$ cat src/rtl/ps2_pkg.sv
// Shared PS/2 receiver types and constants, also used by keycode consumers
// for the HID values they compare against.
package ps2_pkg;

   typedef enum logic [1:0] {
      IDLE,
      DATA,
      PARITY,
      STOP
   } ps2State_t;

   localparam logic [7:0] PS2_BREAK = 8'hF0;
   localparam logic [7:0] PS2_EXT   = 8'hE0;

   localparam logic [7:0] SET2_R     = 8'h2D;
   localparam logic [7:0] SET2_W     = 8'h1D;
   localparam logic [7:0] SET2_A     = 8'h1C;
   localparam logic [7:0] SET2_S     = 8'h1B;
   localparam logic [7:0] SET2_D     = 8'h23;
   localparam logic [7:0] SET2_SPACE = 8'h29;

   localparam logic [7:0] HID_NONE  = 8'h00;
   localparam logic [7:0] HID_R     = 8'd21;
   localparam logic [7:0] HID_W     = 8'h1A;
   localparam logic [7:0] HID_A     = 8'h04;
   localparam logic [7:0] HID_S     = 8'h16;
   localparam logic [7:0] HID_D     = 8'h07;
   localparam logic [7:0] HID_SPACE = 8'h2C;

   // A PS/2 frame is valid when data plus parity holds an odd number of ones.
   function automatic logic oddParityOk(input logic [7:0] dataByte, input logic parityBit);
      return ^{dataByte, parityBit};
   endfunction

endpackage

$ cat src/rtl/ps2_set2_to_hid.sv
// Combinational translation of the few scan-set-2 codes the game uses into
// HID usage codes; everything else maps to zero.
module ps2_set2_to_hid
   import ps2_pkg::*;
(
   input  logic [7:0] i_set2Code,
   output logic [7:0] o_hidCode
);

   always_comb begin
      o_hidCode = HID_NONE;
      case (i_set2Code)
         SET2_R:     o_hidCode = HID_R;
         SET2_W:     o_hidCode = HID_W;
         SET2_A:     o_hidCode = HID_A;
         SET2_S:     o_hidCode = HID_S;
         SET2_D:     o_hidCode = HID_D;
         SET2_SPACE: o_hidCode = HID_SPACE;
         default:    o_hidCode = HID_NONE;
      endcase
   end

endmodule

$ cat src/rtl/ps2_keycode_receiver.sv
// PS/2 keyboard receiver: synchronizes the pins, deframes 11-bit frames and
// tracks make/break sequences to present the currently held mapped key.
module ps2_keycode_receiver
   import ps2_pkg::*;
#(
   parameter int TIMEOUT_CYCLES = 50000
)
(
   input  logic       Clk,
   input  logic       Reset,
   input  logic       ps2_clk,
   input  logic       ps2_data,
   output logic [7:0] keycode,
   output logic       key_pressed,
   output logic       frame_err
);

   localparam int CW = $clog2(TIMEOUT_CYCLES);
   localparam logic [CW-1:0] TO_LAST = CW'(TIMEOUT_CYCLES - 1);

   logic          r_clkSync1;
   logic          r_clkSync2;
   logic          r_clkPrev;
   logic          r_dataSync1;
   logic          r_dataSync2;

   ps2State_t     r_state;
   ps2State_t     w_nextState;
   logic [2:0]    r_bitCount;
   logic [7:0]    r_shift;
   logic          r_parity;
   logic [CW-1:0] r_toCount;

   logic          r_byteValid;
   logic [7:0]    r_byte;
   logic          r_breakPending;
   logic          r_extPending;

   logic          w_fall;
   logic          w_bit;
   logic          w_timeout;
   logic          w_clearBits;
   logic          w_shiftEn;
   logic          w_parityEn;
   logic          w_frameOk;
   logic          w_frameBad;
   logic [7:0]    w_mapped;

   // Pins idle high, so the synchronizers reset to 1 to avoid a false edge.
   always_ff @(posedge Clk) begin
      if (Reset) begin
         r_clkSync1  <= 1'b1;
         r_clkSync2  <= 1'b1;
         r_clkPrev   <= 1'b1;
         r_dataSync1 <= 1'b1;
         r_dataSync2 <= 1'b1;
      end else begin
         r_clkSync1  <= ps2_clk;
         r_clkSync2  <= r_clkSync1;
         r_clkPrev   <= r_clkSync2;
         r_dataSync1 <= ps2_data;
         r_dataSync2 <= r_dataSync1;
      end
   end

   assign w_fall    = r_clkPrev & ~r_clkSync2;
   assign w_bit     = r_dataSync2;
   assign w_timeout = (r_state != IDLE) && !w_fall && (r_toCount == TO_LAST);

   always_ff @(posedge Clk) begin
      if (Reset) begin
         r_state <= IDLE;
      end else begin
         r_state <= w_nextState;
      end
   end

   always_comb begin
      w_nextState = r_state;
      w_clearBits = 1'b0;
      w_shiftEn   = 1'b0;
      w_parityEn  = 1'b0;
      w_frameOk   = 1'b0;
      w_frameBad  = 1'b0;
      if (w_timeout) begin
         w_nextState = IDLE;
      end else begin
         case (r_state)
            IDLE: begin
               if (w_fall && !w_bit) begin
                  w_nextState = DATA;
                  w_clearBits = 1'b1;
               end
            end
            DATA: begin
               if (w_fall) begin
                  w_shiftEn = 1'b1;
                  if (r_bitCount == 3'd7) begin
                     w_nextState = PARITY;
                  end
               end
            end
            PARITY: begin
               if (w_fall) begin
                  w_parityEn  = 1'b1;
                  w_nextState = STOP;
               end
            end
            STOP: begin
               if (w_fall) begin
                  if (w_bit && oddParityOk(r_shift, r_parity)) begin
                     w_frameOk = 1'b1;
                  end else begin
                     w_frameBad = 1'b1;
                  end
                  w_nextState = IDLE;
               end
            end
            default: w_nextState = IDLE;
         endcase
      end
   end

   always_ff @(posedge Clk) begin
      if (Reset) begin
         r_bitCount  <= 3'd0;
         r_shift     <= 8'h00;
         r_parity    <= 1'b0;
         r_toCount   <= '0;
         r_byteValid <= 1'b0;
         r_byte      <= 8'h00;
         frame_err   <= 1'b0;
      end else begin
         if (w_clearBits) begin
            r_bitCount <= 3'd0;
         end else if (w_shiftEn) begin
            r_shift    <= {w_bit, r_shift[7:1]};
            r_bitCount <= r_bitCount + 3'd1;
         end
         if (w_parityEn) begin
            r_parity <= w_bit;
         end
         if ((r_state == IDLE) || w_fall || w_timeout) begin
            r_toCount <= '0;
         end else begin
            r_toCount <= r_toCount + CW'(1);
         end
         r_byteValid <= w_frameOk;
         if (w_frameOk) begin
            r_byte <= r_shift;
         end
         frame_err <= w_frameBad | w_timeout;
      end
   end

   ps2_set2_to_hid u_map (
      .i_set2Code (r_byte),
      .o_hidCode  (w_mapped)
   );

   // Prefix bytes arm flags that qualify the next ordinary byte; a bad or
   // abandoned frame drops them so a lost F0 cannot turn a make into a break.
   always_ff @(posedge Clk) begin
      if (Reset) begin
         keycode        <= HID_NONE;
         key_pressed    <= 1'b0;
         r_breakPending <= 1'b0;
         r_extPending   <= 1'b0;
      end else begin
         key_pressed <= 1'b0;
         if (r_byteValid) begin
            if (r_byte == PS2_BREAK) begin
               r_breakPending <= 1'b1;
            end else if (r_byte == PS2_EXT) begin
               r_extPending <= 1'b1;
            end else begin
               r_breakPending <= 1'b0;
               r_extPending   <= 1'b0;
               if (!r_extPending) begin
                  if (r_breakPending) begin
                     if ((w_mapped == keycode) && (keycode != HID_NONE)) begin
                        keycode <= HID_NONE;
                     end
                  end else if (w_mapped != HID_NONE) begin
                     keycode     <= w_mapped;
                     key_pressed <= (w_mapped != keycode);
                  end
               end
            end
         end
         if (w_frameBad || w_timeout) begin
            r_breakPending <= 1'b0;
            r_extPending   <= 1'b0;
         end
      end
   end

endmodule

$ cat config.mk
export PLATFORM = sky130hd
export DESIGN_NAME = ps2_keycode_receiver
export DESIGN_NICKNAME = d
export VERILOG_FILES = /design/src/rtl/ps2_pkg.sv /design/src/rtl/ps2_set2_to_hid.sv /design/src/rtl/ps2_keycode_receiver.sv
export SDC_FILE = /design/constraint.sdc
export NUM_CORES = 1
export LEC_CHECK = 0
export BUFFER_PORTS_ARGS = -buffer_cell sky130_fd_sc_hd__buf_2
export CAP_MARGIN = 20
export CORE_AREA = 2 2 72 74
export DETAILED_ROUTE_END_ITERATION = 12
export DIE_AREA = 0 0 74 76
export PLACE_DENSITY = 0.78
export SLEW_MARGIN = 20
export SYNTH_ARGS = -nofsm -noshare
export SYNTH_HDL_FRONTEND = slang
export SYNTH_SLANG_ARGS = --single-unit
$ cat constraint.sdc
create_clock -name Clk -period 2.3 [get_ports Clk]
set_input_delay 0.46 -clock Clk [delete_from_list [all_inputs] [get_ports Clk]]
set_output_delay 0.46 -clock Clk [all_outputs]
set_load 0.01 [all_outputs]
==> flow_summary_export.csv <==
group,metric,value,unit
setup_path,timing.critical_path.to,"keycode[5]",
timing,finalHoldViolCount,0,
route,vias,2288,
power_and_ir_drop,swShare,25.6,%
route,drt_iter0_markers,146,
cells_and_area,drive_gt1_share,14.0,%
job,drv_cap,0,
global_route,met1_usage,26.4,%
timing,layout_setup_ws,0.257,ns
global_route,grt_pass1_vias,2009,
die,dieArea,5620,µm²
global_route,grt_pass1_wl,8.97,mm
setup_path,reg2reg_depth,6,
global_route,top_usage_layer,"met2",
synth,ys_ff_latch,54,
die,die_h,76,µm
clock_tree,cts_root_buf,"clkbuf_8",
setup_path,critical_path_arrival,2.25,ns
route,viasPerCell,5.75,
timing,slew_headroom,65.2,%
cells_and_area,final-seq-area,1090,µm²
setup_path,cp-start-kind,"flip-flop",
die,row_count,26,
synth,ys.flop_type,"dfxtp_1",
clock_tree,cts.path.max_buffers,2,
cells_and_area,multi_input_area,1650,µm²
clock_tree,post_cts_buffers,0,
clock_tree,htree_levels,2,
route,drc,0,
power_and_ir_drop,p_per_area,542,nW/µm²
power_and_ir_drop,power_frac_comb,7.5,%
synth,ys_seq_area_share,38.1,%
timing,fin_tns_setup,0,ns
place,place_congestion,0.981,
synth,yosysWarnings,0,
power_and_ir_drop,pwr-share-clk,34.0,%
synth,synth_area_per_cell,8.89,µm²
route,ant_nets,0,
setup_path,rr_endpoint,"keycode[5]",
setup_path,worst-setup-path-type,"flip-flop to flip-flop",
setup_path,regToRegStartpoint,"r_byte[5]",
timing,fmax,489,MHz
synth,synthTopCellsByArea,"dfxtp_1, nor2_1, mux2i_1",
synth,synth_commonest_cells,"dfxtp_1, nor2_1, nand2_1",
timing,rsz0062_at_grt,"no",
worst_hold_path,holdCritPathClass,"input pin to flip-flop",
timing,fin_crit,2.04,ns
synth,synth_async_sr_flop_share,0,%
synth,synth_most_common_cell,"dfxtp_1",
timing,finClkSkew,0.0116,ns
setup_path,end_kind,"flip-flop",
clock_tree,ctsHoldBuffers,0,
global_route,grt_overflow,0,
worst_hold_path,hold_depth,2,
place,pre_cts_ws,0.194,ns
timing,post-route-period-util,88.8,%
route,wl_per_cell,13.3,µm
synth,synthesis.area,2840,µm²
place,port_buffers,11,
global_route,grt_max_degree,26,
cells_and_area,syn2layout_area_growth,7.06,%
die,die_w,74,µm
die,num_io_pins,14,
synth,synth_cells,319,
run_status,status,"finished, final reports clean",
clock_tree,cts_tree,"yes",
setup_path,critPathMaxStageDelay,0.47,ns
timing,worst_pin_slew,0.521,ns
cells_and_area,fillers,440,
timing,setup_viol,0,
timing,drv_slew,0,
die,start_util,57.7,%
power_and_ir_drop,vdd_drop_max,0.425,mV
clock_tree,clock_sinks,54,
clock_tree,clk_latency,0.32,ns
place,placed_cell_area,2930,µm²
synth,yosysTopAreaCellShare,38.1,%
global_route,met2_usage,31.0,%
place,dp_hpwl,3.82,mm
cells_and_area,final_area,3040,µm²
setup_path,worstPathCellList,"nor4b_4 > o21ai_0 > o211ai_1 > o2111ai_2 > o41ai_1 > nand2_1",
route,routed_wl,5.30,mm
power_and_ir_drop,power_switching,422,µW
power_and_ir_drop,leakagePower,1.22,nW
cells_and_area,fin_nets,338,
clock_tree,clk_pin_slew,0.11,ns
cells_and_area,n_antenna_cell,0,
global_route,use_met3,3.57,%
route,first_pass_iters,4,
setup_path,critPathSlowestCell,"dfxtp_1",
power_and_ir_drop,p_int,1.22,mW
global_route,gr-usage-all-layers,20.1,%
setup_path,crit_start,"r_byte[5]",
synth,synth-edff-count,0,
setup_path,cp.required,2.50,ns
power_and_ir_drop,seq_power_share,58.4,%
setup_path,crit_path_max_fanout,8,
synth,yosys.area.top_type,"dfxtp_1",
clock_tree,numCtsBuffers,5,
setup_path,rrSetupSlack,0.26,ns
die,fp.coreArea,4910,µm²
global_route,antenna_found_initial,0,
synth,ys_types,59,
==> layout by cell type, fill, tap and decap left out, types with 4 or more instances in the layout <==
master and count:
dfxtp_1 50, nor2_1 43, nand2_1 20, mux2i_1 16, nand3_1 15, a21oi_1 15
and3_1 12, xnor2_1 12, buf_2 11, xor2_1 10, o21ai_0 7, ha_1 7
inv_1 6, nor3_1 5, nand2b_1 5, or2_2 5, clkbuf_8 5, buf_4 5
nand4_1 4, nor2b_1 4, and4bb_2 4, a32oi_1 4, dfxtp_2 4
==> through the flow <==
| step | hold slack (ns) | instances | utilization, % | power, mW |
|---|---|---|---|---|
| 2_1_floorplan | 0.389 | 320 | - | 1.08 |
| 3_3_place_gp | 0.396 | 390 | 59.7 | 1.11 |
| 3_5_place_dp | 0.394 | 390 | 59.7 | 1.11 |
| 4_1_cts | 0.329 | 398 | 61.7 | 1.67 |
| 5_1_grt | 0.327 | 398 | 61.8 | 1.73 |
| 6_report | 0.329 | 398 | 61.8 | 1.65 |
==> worst max-delay path, delay by kind of cell (launching register included) <==
family / cells / cell delay, ns
AO/OA/AOI/OAI: 4 / 0.98
flip-flops: 1 / 0.47
AND/OR/NAND/NOR: 2 / 0.48
==> flip-flops by register name, indices dropped and copies added (netlist names) <==
signal and count:
r_toCount 16, r_byte 8, r_shift 8, keycode 6, r_bitCount 3, r_state 2, frame_err 1, key_pressed 1
r_breakPending 1, r_byteValid 1, r_clkPrev 1, r_clkSync1 1, r_clkSync2 1, r_dataSync1 1, r_dataSync2 1, r_extPending 1
r_parity 1
==> power groups by stage <==
stage | combinational (mW) | sequential (mW) | clock (mW)
2_1_floorplan | 0.101 | 0.981 | 0
3_3_place_gp | 0.122 | 0.983 | 0
3_5_place_dp | 0.125 | 0.984 | 0
4_1_cts | 0.125 | 0.962 | 0.578
5_1_grt | 0.138 | 0.965 | 0.624
6_report | 0.124 | 0.962 | 0.561
==> layout make-up <==
| class | instances | share of cell area (%) |
|---|---|---|
| Multi-Input combinational cell | 244 | 54.3 |
| Clock buffer | 5 | 2.27 |
| Inverter | 6 | 0.742 |
| Tap cell | 70 | 2.88 |
| Timing Repair Buffer | 16 | 3.05 |
| Sequential cell | 54 | 35.8 |
| Clock inverter | 3 | 0.948 |
==> layer usage <==
| layer | wire length, µm | up-vias |
|---|---|---|
| li1 | - | 1145 |
| met1 | 2460 | 1093 |
| met2 | 2550 | 37 |
| met3 | 148 | 13 |
| met4 | 139 | 0 |
| met5 | 0 | - |
==> worst min-delay path by stage <==
stage | startpoint | endpoint | slack, ns
detailed placement | r_dataSync1 | r_dataSync2 | 0.39
global route | ps2_data | r_dataSync1 | 0.33
finish | ps2_data | r_dataSync1 | 0.33
floorplan | r_clkSync1 | r_clkSync2 | 0.39
global placement | r_clkSync1 | r_clkSync2 | 0.40
CTS | ps2_data | r_dataSync1 | 0.33
==> what timing repair did <==
action,CTS,global route
endpoints found under the setup margin,0,5
gates resized for setup,0,4
endpoints found under the hold margin,0,0
==> cells by family after synthesis <==
logic type               after synthesis  share of synthesized area (%)
buffers and inverters                 22                           3.84
flip-flops                            54                           38.1
adder cells (fa/ha/maj)                7                           3.09
XOR/XNOR                              24                           8.16
multiplexers                          16                           5.65
other                                  1                          0.132
AO/OA/AOI/OAI                         54                           13.0
AND/OR/NAND/NOR                      141                           28.1
Power figures use the tool's default switching activity.
